### config.mk
export PLATFORM = sky130hd
export DESIGN_NAME = if_top
export DESIGN_NICKNAME = d
export VERILOG_FILES = /design/src/rtl/if_pkg.sv /design/src/rtl/if_bus_if.sv /design/src/rtl/if_top.sv
export SDC_FILE = /design/constraint.sdc
export NUM_CORES = 1
export LEC_CHECK = 0
export CORE_ASPECT_RATIO = 0.7
export CORE_UTILIZATION = 30
export CTS_CLUSTER_DIAMETER = 120
export DETAILED_ROUTE_END_ITERATION = 7
export HOLD_SLACK_MARGIN = 0.03
export PLACE_DENSITY = 0.62
export SLEW_MARGIN = 40
export SYNTH_ARGS = -nofsm -noshare
export SYNTH_HDL_FRONTEND = slang
export SYNTH_SLANG_ARGS = --single-unit
### constraint.sdc
create_clock -name clk -period 7.6 [get_ports clk]
set_clock_uncertainty 0.1 [all_clocks]
set_input_delay 1.52 -clock clk [delete_from_list [all_inputs] [get_ports clk]]
set_output_delay 1.52 -clock clk [all_outputs]
set_load 0.02 [all_outputs]
### src/rtl/if_pkg.sv
// Shared widths, bus signal levels and fetch FSM states for the IF stage.
// Build option IF_PREFETCH_BUF_EN enables the one-entry prefetch buffer.
package if_pkg;

    localparam int ADDR_W = 30;
    localparam int DATA_W = 32;

    localparam logic ENABLE_  = 1'b0;
    localparam logic DISABLE_ = 1'b1;
    localparam logic READ     = 1'b1;

    typedef enum logic [1:0] {
        IF_IDLE   = 2'd0,
        IF_REQ    = 2'd1,
        IF_ACCESS = 2'd2
    } if_state_t;

endpackage

### src/rtl/if_bus_if.sv
// Fetch bus master: request/grant/strobe/ready FSM, bus outputs and busy.
module if_bus_if
    import if_pkg::*;
(
    input  logic              clk,
    input  logic              reset,
    input  logic              stall,
    input  logic              flush,
    input  logic              br_taken,
    input  logic              fetch_en,
    input  logic [ADDR_W-1:0] pc,
    input  logic              bus_grnt_,
    input  logic              bus_rdy_,
    output logic              busy,
    output logic              bus_req_,
    output logic              bus_as_,
    output logic              bus_rw,
    output logic [ADDR_W-1:0] bus_addr,
    output logic              rd_done
);

    if_state_t state;
    if_state_t next;

    always_ff @(posedge clk or posedge reset) begin
        if (reset) begin
            state <= IF_IDLE;
        end else begin
            state <= next;
        end
    end

    assign bus_rw = READ;

    always_comb begin
        next     = state;
        busy     = 1'b0;
        bus_req_ = DISABLE_;
        bus_as_  = DISABLE_;
        bus_addr = '0;
        rd_done  = 1'b0;
        unique case (state)
            IF_IDLE: begin
                if (!stall && fetch_en) begin
                    next = IF_REQ;
                end
            end
            IF_REQ: begin
                bus_req_ = ENABLE_;
                busy     = 1'b1;
                if (bus_grnt_ == ENABLE_) begin
                    next = IF_ACCESS;
                end
            end
            IF_ACCESS: begin
                bus_req_ = ENABLE_;
                bus_as_  = ENABLE_;
                bus_addr = pc;
                if (bus_rdy_ == ENABLE_) begin
                    rd_done = 1'b1;
                    next    = IF_IDLE;
                end else begin
                    busy = 1'b1;
                end
            end
            default: next = IF_IDLE;
        endcase
        // redirects abort whatever access is in progress
        if (flush || (br_taken && !stall)) begin
            next = IF_IDLE;
        end
    end

endmodule

### src/rtl/if_top.sv
// Instruction-fetch stage: fetch PC, IF/ID register, bus master instance.
// Build option IF_PREFETCH_BUF_EN keeps a word read during stall.
module if_top
    import if_pkg::*;
#(
    parameter logic [ADDR_W-1:0] RESET_VECTOR = 30'h0000_0000,
    parameter logic [DATA_W-1:0] NOP_INSN     = 32'h0000_0000
) (
    input  logic              clk,
    input  logic              reset,
    input  logic              stall,
    input  logic              flush,
    input  logic [ADDR_W-1:0] new_pc,
    input  logic              br_taken,
    input  logic [ADDR_W-1:0] br_addr,
    output logic              busy,
    output logic              bus_req_,
    input  logic              bus_grnt_,
    output logic              bus_as_,
    output logic              bus_rw,
    output logic [ADDR_W-1:0] bus_addr,
    input  logic              bus_rdy_,
    input  logic [DATA_W-1:0] bus_rd_data,
    output logic [ADDR_W-1:0] if_pc,
    output logic [DATA_W-1:0] if_insn,
    output logic              if_en
);

    logic [ADDR_W-1:0] pc;
    logic [ADDR_W-1:0] pc_inc;
    logic [ADDR_W-1:0] load_pc;
    logic [DATA_W-1:0] load_insn;
    logic              rd_done;
    logic              fetch_en;
    logic              pc_adv;
    logic              load;
    logic              redirect;

    assign pc_inc   = pc + ADDR_W'(1);
    assign redirect = flush | (br_taken & ~stall);

`ifdef IF_PREFETCH_BUF_EN
    logic              buf_valid;
    logic [DATA_W-1:0] buf_insn;

    always_ff @(posedge clk or posedge reset) begin
        if (reset) begin
            buf_valid <= 1'b0;
            buf_insn  <= NOP_INSN;
        end else if (redirect) begin
            buf_valid <= 1'b0;
        end else if (stall) begin
            if (rd_done) begin
                buf_valid <= 1'b1;
                buf_insn  <= bus_rd_data;
            end
        end else begin
            buf_valid <= 1'b0;
        end
    end

    // pc already points past the buffered word once it is captured
    assign fetch_en  = ~buf_valid;
    assign pc_adv    = rd_done;
    assign load      = ~stall & (rd_done | buf_valid);
    assign load_pc   = buf_valid ? pc : pc_inc;
    assign load_insn = buf_valid ? buf_insn : bus_rd_data;
`else
    assign fetch_en  = 1'b1;
    assign pc_adv    = rd_done & ~stall;
    assign load      = rd_done & ~stall;
    assign load_pc   = pc_inc;
    assign load_insn = bus_rd_data;
`endif

    always_ff @(posedge clk or posedge reset) begin
        if (reset) begin
            pc <= RESET_VECTOR;
        end else if (flush) begin
            pc <= new_pc;
        end else if (br_taken && !stall) begin
            pc <= br_addr;
        end else if (pc_adv) begin
            pc <= pc_inc;
        end
    end

    always_ff @(posedge clk or posedge reset) begin
        if (reset) begin
            if_pc   <= '0;
            if_insn <= NOP_INSN;
            if_en   <= 1'b0;
        end else if (redirect) begin
            if_insn <= NOP_INSN;
            if_en   <= 1'b0;
        end else if (!stall) begin
            if (load) begin
                if_pc   <= load_pc;
                if_insn <= load_insn;
                if_en   <= 1'b1;
            end else begin
                if_insn <= NOP_INSN;
                if_en   <= 1'b0;
            end
        end
    end

    if_bus_if u_bus (
        .clk       (clk),
        .reset     (reset),
        .stall     (stall),
        .flush     (flush),
        .br_taken  (br_taken),
        .fetch_en  (fetch_en),
        .pc        (pc),
        .bus_grnt_ (bus_grnt_),
        .bus_rdy_  (bus_rdy_),
        .busy      (busy),
        .bus_req_  (bus_req_),
        .bus_as_   (bus_as_),
        .bus_rw    (bus_rw),
        .bus_addr  (bus_addr),
        .rd_done   (rd_done)
    );

endmodule

# After elaboration in Yosys (flattened, before gate mapping)
# Index checks and enable logic that the tools add are counted.
# totals
ff_bits	95
in_bits	99
# classes
addsub	1
eq_ne	6
mux	21
bitwise_logic	5
n_reduce_logical	8
# ops
op	n
$mux W30	4
$mux W32	3
$add A30 B1 Y30 const B	1
$ne A3 B2 Y1 const B	3
$mux W1	8
$mux W2	4
$pmux W2 S3	1
$reduce_and A3 Y1	2
$reduce_bool A3 Y1	1
$and A1 B1 Y1	2
$eq A2 B1 Y1 const B	1
$eq A2 B2 Y1 const B	1
$logic_not A2 Y1	1
$ne A2 B1 Y1 const B	1
$not A1 Y1	2
$pmux W1 S2	1
$reduce_or A2 Y1	1
$logic_and A1 B1 Y1	1
$logic_not A1 Y1	1
$logic_or A1 B1 Y1	1
$or A1 B1 Y1	1

# Longest topological paths before layout
# Gate-level depths: netlist of the first run.
# logic_depth
depth_word	6
mapped_depth	10
ltp_nobuf	7

# Hierarchy
# Synthesis of the first run repeated with hierarchy kept, for this count alone.
# hier_totals
cells_unflattened	499
hier_area_um2	4859.7
# by_module_without_submodules
mod	n_inst	cells_per_inst	area_each_um2	seq_area_each_um2
if_top	1	439	4431.8	2327.2
if_bus_if	1	60	427.9	50.0

# Worst setup path before layout of the first run
# OpenSTA, ideal clock, no wires.
# synth_path
kind	input -> output
from	input bus_rdy_
to	output busy
t_arrival_ns	1.859
path_slack_ns	4.121
path_stages	2
path_buffers	0
path_cell_list	a21oi_1 nor2_1
# synth_between
elab_chain_cells	2
# synth_lines
element	line	rtl
start: declaration	if_top.sv:22	input logic bus_rdy_,
$mux W1	if_bus_if.sv:59	if (bus_rdy_ == ENABLE_) begin
$pmux W1 S2	if_bus_if.sv:42	unique case (state)
end: declaration	if_top.sv:16	output logic busy,
# No other way between the ends.

# Final worst setup path of the first run
# Ends and elaborated chain as after synthesis.

==> results by group, run 1 <==
Synthesis
  – Unique masters post-synth: 49
  – Yosys warning total: 0
  – Primary FF master, synth: sky130_fd_sc_hd__dfrtp_1
  – Syn Std Cell Area: 4890 µm²
  – Post-Syn Instances: 520
  – Share of synthesized area occupied by flip-flops and latches: 48.7%
  – Average cell area after synthesis: 9.40 µm²
  – Async set or reset register ratio after synthesis: 100%
  – Synthesized Nets: 624
  – Number of enable flip-flop cells after synthesis: 0
  – Register bit count reported by yosys: 95

Layout
  – Number of standard cells in the layout, taps in and fillers out: 901
  – Number of nets in the finished design: 800
  – Antenna diode instance count: 0
  – Fraction of layout cells with a size suffix above 1: 5.42%
  – Post-synthesis to final-layout area growth: 49.6%
  – End-of-flow core utilization: 46.6%

Routing
  – First-pass iteration count of the detailed router: 4
  – Initial detailed-routing violation count: 390
  – Routed len/inst: 18.8 µm
  – DR vias: 4,720
  – WL final: 16,900 µm
  – Vias per cell: 5.24
  – DRC violation count after routing: 0
  – Number of antenna-violating nets in the routed design: 0

Timing
  – Setup Viol. Count Final: 0
  – Total negative setup slack: 0 ps
  – Max-slew violation count: 0
  – Worst slew margin: 53.4%
  – Slew @ Worst Pin: 696 ps
  – Worst setup slack after layout: 3140 ps
  – Final hold violation count: 0
  – Min cycle time layout: 4460 ps
  – RSZ-0062 raised after global routing: no
  – Share of the cycle needed by the critical path after routing: 58.7%
  – Achievable frequency: 0.224 GHz

GRT
  – Total global routing track utilization: 21.0%
  – Pin count of the biggest net entering global routing: 53
  – Global-route wire length before repair: 26,800 µm
  – Vias in the first global route: 4,735
  – Global route total overflow: 0
  – Initial antenna violation count: 0

Run status
  – Outcome: finished, final reports clean

Setup path
  – Data required time at the worst endpoint: 5980 ps
  – Arrival @ worst endpoint: 2840 ps
  – Register-to-Register Setup Slack: 4350 ps
  – Launch instance of the worst register-to-register path: u_bus.state[0]$_DFFE_PP0P_
  – Type of the worst setup path: input port to primary output
  – Critical Path, Cell by Cell: clkdlybuf4s50_1, a21oi_1, nor2_1, clkdlybuf4s50_1
  – Largest stage delay, worst path: 610 ps
  – Critical-path maximum fanout: 4
  – Nature of the critical path endpoint: primary output
  – Endpoint of the worst register-to-register path: pc[28]$_DFFE_PP0P_
  – CP startpoint kind: input port
  – Slowest library cell on the worst path: sky130_fd_sc_hd__clkdlybuf4s50_1
  – Most used cell along the critical path: sky130_fd_sc_hd__clkdlybuf4s50_1
  – Worst reg-to-reg path cell count: 9

Clocking
  – Number of buffers created by CTS: 9
  – CTS H-Tree Depth: 3
  – Clock Latency Late Sink: 350 ps
  – TritonCTS clock tree: built
  – Root Buffer Master: sky130_fd_sc_hd__clkbuf_16
  – Register clock-pin slew on the reported worst setup and hold paths: 60 ps
  – Gates resized, CTS repair: 0
  – Hold buffer count at CTS: 0
  – Sink count of the clock tree: 95
  – Count of buffers added by post-CTS timing repair for setup: 0
  – Max Root-Sink Buffers: 2

Placement
  – Final HPWL from detailed placement: 12,300 µm
  – Worst slack at placement: 3030 ps
  – Dpl cells: 885
  – Placer Congestion: 0.854
  – PortBufs: 194

Hold path
  – Type of the tightest min-delay check: register to register
  – Worst hold stages: 2
  – Min-Delay Startpoint: if_pc[15]$_DFFE_PP0P_
  – End point of the most critical hold path: if_pc[15]$_DFFE_PP0P_

Die
  – Height of the chip: 109 µm
  – DIE WIDTH: 155 µm
  – Die Footprint: 16,800 µm²
  – I/O pin count: 196
  – Initial core utilization: 31.1%
  – Number of placement rows: 38
  – Standard cell core area: 15,700 µm²

Power
  – Worst IR Drop VDD: 0.0000869 V
  – Power density over cell area: 211 nW/µm²
  – Leak Pwr: 2.99 nW
  – Total Power: 0.00154 W

Run
  – Count of max-cap constraint violations: 0
==> critical path: cells and delay by family <==
family,cells,cell delay (ps)
buf+inv,2,1130
compound gates,1,90
simple gates,1,100
==> Yosys cell counts (3+ instances only) <==
cell,n,area (µm²)
sky130_fd_sc_hd__dfrtp_1,95,2380
sky130_fd_sc_hd__nand2_1,56,210
sky130_fd_sc_hd__clkbuf_1,34,128
sky130_fd_sc_hd__nor2_1,34,128
sky130_fd_sc_hd__a22o_1,32,280
sky130_fd_sc_hd__o21ai_0,31,155
sky130_fd_sc_hd__a21oi_1,28,140
sky130_fd_sc_hd__nand3_1,28,140
sky130_fd_sc_hd__and2_1,25,156
sky130_fd_sc_hd__and3_1,15,93.8
sky130_fd_sc_hd__xor2_1,15,131
sky130_fd_sc_hd__inv_1,13,48.8
sky130_fd_sc_hd__nand4_1,12,75.1
sky130_fd_sc_hd__a221oi_1,11,96.3
sky130_fd_sc_hd__xnor2_1,10,87.6
sky130_fd_sc_hd__o311ai_0,8,70.1
sky130_fd_sc_hd__nor3_1,7,35.0
sky130_fd_sc_hd__a31oi_1,5,31.3
sky130_fd_sc_hd__ha_1,5,62.6
sky130_fd_sc_hd__o221ai_1,5,43.8
sky130_fd_sc_hd__a211oi_1,4,30.0
sky130_fd_sc_hd__a22oi_1,4,30.0
sky130_fd_sc_hd__buf_2,4,20.0
sky130_fd_sc_hd__nor2b_1,3,18.8
sky130_fd_sc_hd__o211ai_1,3,22.5
sky130_fd_sc_hd__o22ai_1,3,18.8
sky130_fd_sc_hd__or3_1,3,18.8
sky130_fd_sc_hd__or4_1,3,22.5
==> metrics by stage <==
step	hold slack, ps	cell area, µm²
2_1_floorplan	421	4890
6_report	382	7310
3_5_place_dp	365	7030
4_1_cts	382	7300
5_1_grt	406	7310
3_3_place_gp	367	7020
==> state kept, by name, summed over array words and instances (netlist names) <==
signal / flops
if_insn: 32
pc: 30
if_pc: 30
u_bus.state: 2
if_en: 1
==> area by class of cell <==
type	instances	area, µm²
Fill cell	1492	8380
Sequential cell	95	2380
Multi-Input combinational cell	372	2330
Timing Repair Buffer	205	2020
Tap cell	200	250
Clock buffer	11	243
Inverter	13	51.3
Clock inverter	5	33.8
==> worst max-delay path by stage <==
stage / startpoint / to / cells past startpoint
after detailed placement: stall / pc[28]$_DFFE_PP0P_ / 6
after global placement: bus_rdy_ / busy / 4
after CTS: bus_rdy_ / busy / 4
final: bus_rdy_ / busy / 4
after floorplan: reset / if_en$_DFFE_PP0P_ / 1
after global routing: bus_rdy_ / busy / 4
==> cell usage in the layout (no fill, tap or decap), types with 3 or more instances in the layout <==
| master | instances |
|---|---|
| sky130_fd_sc_hd__a211oi_1 | 4 |
| sky130_fd_sc_hd__a21oi_1 | 28 |
| sky130_fd_sc_hd__a221oi_1 | 11 |
| sky130_fd_sc_hd__a22o_1 | 32 |
| sky130_fd_sc_hd__a22oi_1 | 4 |
| sky130_fd_sc_hd__a31oi_1 | 5 |
| sky130_fd_sc_hd__and2_1 | 25 |
| sky130_fd_sc_hd__and3_1 | 15 |
| sky130_fd_sc_hd__buf_4 | 11 |
| sky130_fd_sc_hd__clkbuf_16 | 9 |
| sky130_fd_sc_hd__clkdlybuf4s50_1 | 194 |
| sky130_fd_sc_hd__dfrtp_1 | 95 |
| sky130_fd_sc_hd__ha_1 | 5 |
| sky130_fd_sc_hd__inv_1 | 12 |
| sky130_fd_sc_hd__nand2_1 | 56 |
| sky130_fd_sc_hd__nand3_1 | 27 |
| sky130_fd_sc_hd__nand4_1 | 12 |
| sky130_fd_sc_hd__nor2_1 | 34 |
| sky130_fd_sc_hd__nor3_1 | 6 |
| sky130_fd_sc_hd__o211ai_1 | 3 |
| sky130_fd_sc_hd__o21ai_0 | 31 |
| sky130_fd_sc_hd__o221ai_1 | 5 |
| sky130_fd_sc_hd__o22ai_1 | 3 |
| sky130_fd_sc_hd__o311ai_0 | 8 |
| sky130_fd_sc_hd__or3_1 | 3 |
| sky130_fd_sc_hd__or4_1 | 3 |
| sky130_fd_sc_hd__xnor2_1 | 10 |
| sky130_fd_sc_hd__xor2_1 | 15 |
==> kinds of logic (layout without fill, tap and decap cells) <==
family          count (synthesis)  in the layout  synth area share (%)
fa+ha+maj                       5              5                  1.28
flops                          95             95                  48.7
compound gates                146            146                  21.0
xor+xnor                       25             25                  4.48
simple gates                  195            195                  20.3
buf+inv                        53            234                  4.25
other cells                     1              1                0.0768
==> report_power, final <==
group	internal, W	switching (W)
Combinational	0.000225	0.000243
Sequential	0.000574	0.0000711
Clock	0.000230	0.000197
Total	0.00103	0.000511
==> routing by layer <==
metal / part of all wire, % / global-route usage, % / up-vias
met1: 49 / 30.6 / 2286
met4: 0.94 / 4.60 / 0
met5: 0 / 0 / -
met2: 42 / 31.0 / 188
li1: - / - / 2233
met3: 7.5 / 5.60 / 13
(Power assumes the default switching activity.)
==> run 2: changes to the inputs <==
==> constraint.sdc (replaced) <==
create_clock -name clk -period 4.21 [get_ports clk]
set_clock_uncertainty 0.1 [all_clocks]
set_input_delay 0.842 -clock clk [delete_from_list [all_inputs] [get_ports clk]]
set_output_delay 0.842 -clock clk [all_outputs]
set_load 0.02 [all_outputs]
==> run 2 against run 1 <==
Against the previous run: clock power grew 91%; highest routed layer unchanged; final area grew 0.41%; worst hold slack lost 6.3 ps; power grew 84%; largest cell class unchanged; combinational power grew 82%; flip-flop and latch count is the same; via count grew 1.8%; cell count grew 0.11%; critical path type is now register to primary output; largest power group unchanged; sequential share of layout area shrank 0.13 points.
==> results by group, run 2 (synthesis gave the netlist of run 1 again) <==
Timing
  – Slew @ Worst Pin: 752 ps
  – Achievable frequency: 0.297 GHz
  – Worst slew margin: 49.9%
  – Final hold violation count: 0
  – Setup Viol. Count Final: 0
  – Total negative setup slack: 0 ps
  – Max-slew violation count: 0
  – RSZ-0062 raised after global routing: no
  – Min cycle time layout: 3370 ps
  – Share of the cycle needed by the critical path after routing: 80.0%
  – Worst setup slack after layout: 844 ps

Layout
  – Most common cell after layout, fill and taps aside: sky130_fd_sc_hd__clkdlybuf4s50_1
  – Most frequent cells in the layout: 194 x sky130_fd_sc_hd__clkdlybuf4s50_1, 95 x sky130_fd_sc_hd__dfrtp_1, 56 x sky130_fd_sc_hd__nand2_1
  – Number of nets in the finished design: 803
  – Post-synthesis to final-layout area growth: 50.2%
  – Largest Register: if_insn
  – Flip-flop count of the largest register after layout: 32
  – Regs by FF count: if_insn: 32 flops, if_pc: 30 flops, pc: 30 flops
  – Antenna diode instance count: 0
  – Fraction of layout cells with a size suffix above 1: 5.41%

Clocking
  – Max Root-Sink Buffers: 2
  – Sink count of the clock tree: 95
  – Hold buffer count at CTS: 0
  – Count of buffers added by post-CTS timing repair for setup: 0
  – Number of buffers created by CTS: 9
  – CTS H-Tree Depth: 3
  – Register clock-pin slew on the reported worst setup and hold paths: 70 ps
  – Clock Latency Late Sink: 340 ps
  – Gates resized, CTS repair: 0
  – Root Buffer Master: sky130_fd_sc_hd__clkbuf_16
  – TritonCTS clock tree: built

Setup path
  – Crit path buffers/inverters: 3
  – CP startpoint kind: register
  – Type of the worst setup path: register to primary output
  – Largest stage delay, worst path: 650 ps
  – Slowest library cell on the worst path: sky130_fd_sc_hd__clkdlybuf4s50_1
  – Largest delay share family, worst path: buffers and inverters
  – Nature of the critical path endpoint: primary output
  – Critical-path maximum fanout: 11
  – Arrival @ worst endpoint: 2420 ps
  – Data required time at the worst endpoint: 3270 ps
  – Critical Path, Cell by Cell: inv_1, ha_1, inv_1, nor2_1, clkdlybuf4s50_1
  – Most used cell along the critical path: sky130_fd_sc_hd__inv_1

Placement
  – Worst slack at placement: 1080 ps
  – Final HPWL from detailed placement: 12,600 µm
  – Placer Congestion: 0.852
  – PortBufs: 194

Power
  – Worst IR Drop VDD: 0.000208 V
  – Total Power: 0.00284 W
  – Leak Pwr: 3.02 nW
  – Power density over cell area: 386 nW/µm²

Routing
  – Detailed-route wire length on metal 1: 8250 µm
  – Top sig layer: met4
  – Met3 WL post-DR: 1240 µm
  – Vias per cell: 5.33
  – Routed len/inst: 19.0 µm
  – Initial detailed-routing violation count: 357
  – DR vias: 4,804
  – DRC violation count after routing: 0
  – WL final: 17,200 µm
  – Number of antenna-violating nets in the routed design: 0
  – First-pass iteration count of the detailed router: 5
  – Met2 wire len: 7390 µm

GRT
  – Global-route wire length before repair: 27,100 µm
  – Global route total overflow: 0
  – Initial antenna violation count: 0
  – Total global routing track utilization: 21.0%
  – Vias in the first global route: 4,877
  – Pin count of the biggest net entering global routing: 59

Die
  – Die Footprint: 16,800 µm²
  – I/O pin count: 196
  – Standard cell core area: 15,700 µm²
  – Number of placement rows: 38
  – Initial core utilization: 31.1%
  – DIE WIDTH: 155 µm
  – Height of the chip: 109 µm

Run
  – Count of max-cap constraint violations: 0

Run status
  – Outcome: finished, final reports clean

Hold path
  – Type of the tightest min-delay check: register to register
## run 2: path summary, 6_finish.rpt
kind,start,end,slack (ps),cells past startpoint
min in group asynchronous,reset,if_insn[6]$_DFFE_PP0P_,890,2
min,if_pc[1]$_DFFE_PP0P_,if_pc[1]$_DFFE_PP0P_,380,2
max reg2reg,pc[0]$_DFFE_PP0P_,pc[28]$_DFFE_PP0P_,1360,6
max,u_bus.state[0]$_DFFE_PP0P_,bus_addr[12],840,5
min reg2reg,if_pc[1]$_DFFE_PP0P_,if_pc[1]$_DFFE_PP0P_,380,2
max in group asynchronous,reset,if_insn[28]$_DFFE_PP0P_,2360,3
## run 2: power by group
| group | switching (W) | internal, W | leakage, nW | total (W) |
|---|---|---|---|---|
| Combinational | 0.000445 | 0.000409 | 1.68 | 0.000854 |
| Sequential | 0.000131 | 0.00104 | 1.20 | 0.00117 |
| Clock | 0.000342 | 0.000472 | 0.142 | 0.000814 |
## run 2: per-stage QoR
stage               hold slack [ps]  instance area [µm²]  util (%)  cells
global route                    417                 7340      46.8    902
CTS                             378                 7340      46.8    902
detailed placement              362                 7050      44.9    888
floorplan                       421                 4890         -    520
global placement                362                 7040      44.9    888
finish                          376                 7340      46.8    902
## run 2: layout make-up
class | count | area (µm²)
clock buffer | 11 | 243
clock inverter | 3 | 43.8
fill | 1506 | 8350
inverter | 13 | 51.3
multi-input combinational | 372 | 2320
sequential | 95 | 2380
tap | 200 | 250
timing repair buffer | 208 | 2050
## run 2: routing by layer
layer	up-vias	track usage, %
met5	-	0
li1	2237	-
met3	21	5.41
met2	211	31.7
met4	0	5.94
met1	2335	29.7
## run 2: tightest hold or removal path, cell delays in order (launching register included)
cell,delay (ps)
sky130_fd_sc_hd__dfrtp_1,340
sky130_fd_sc_hd__nand2_1,50
sky130_fd_sc_hd__nand2_1,60
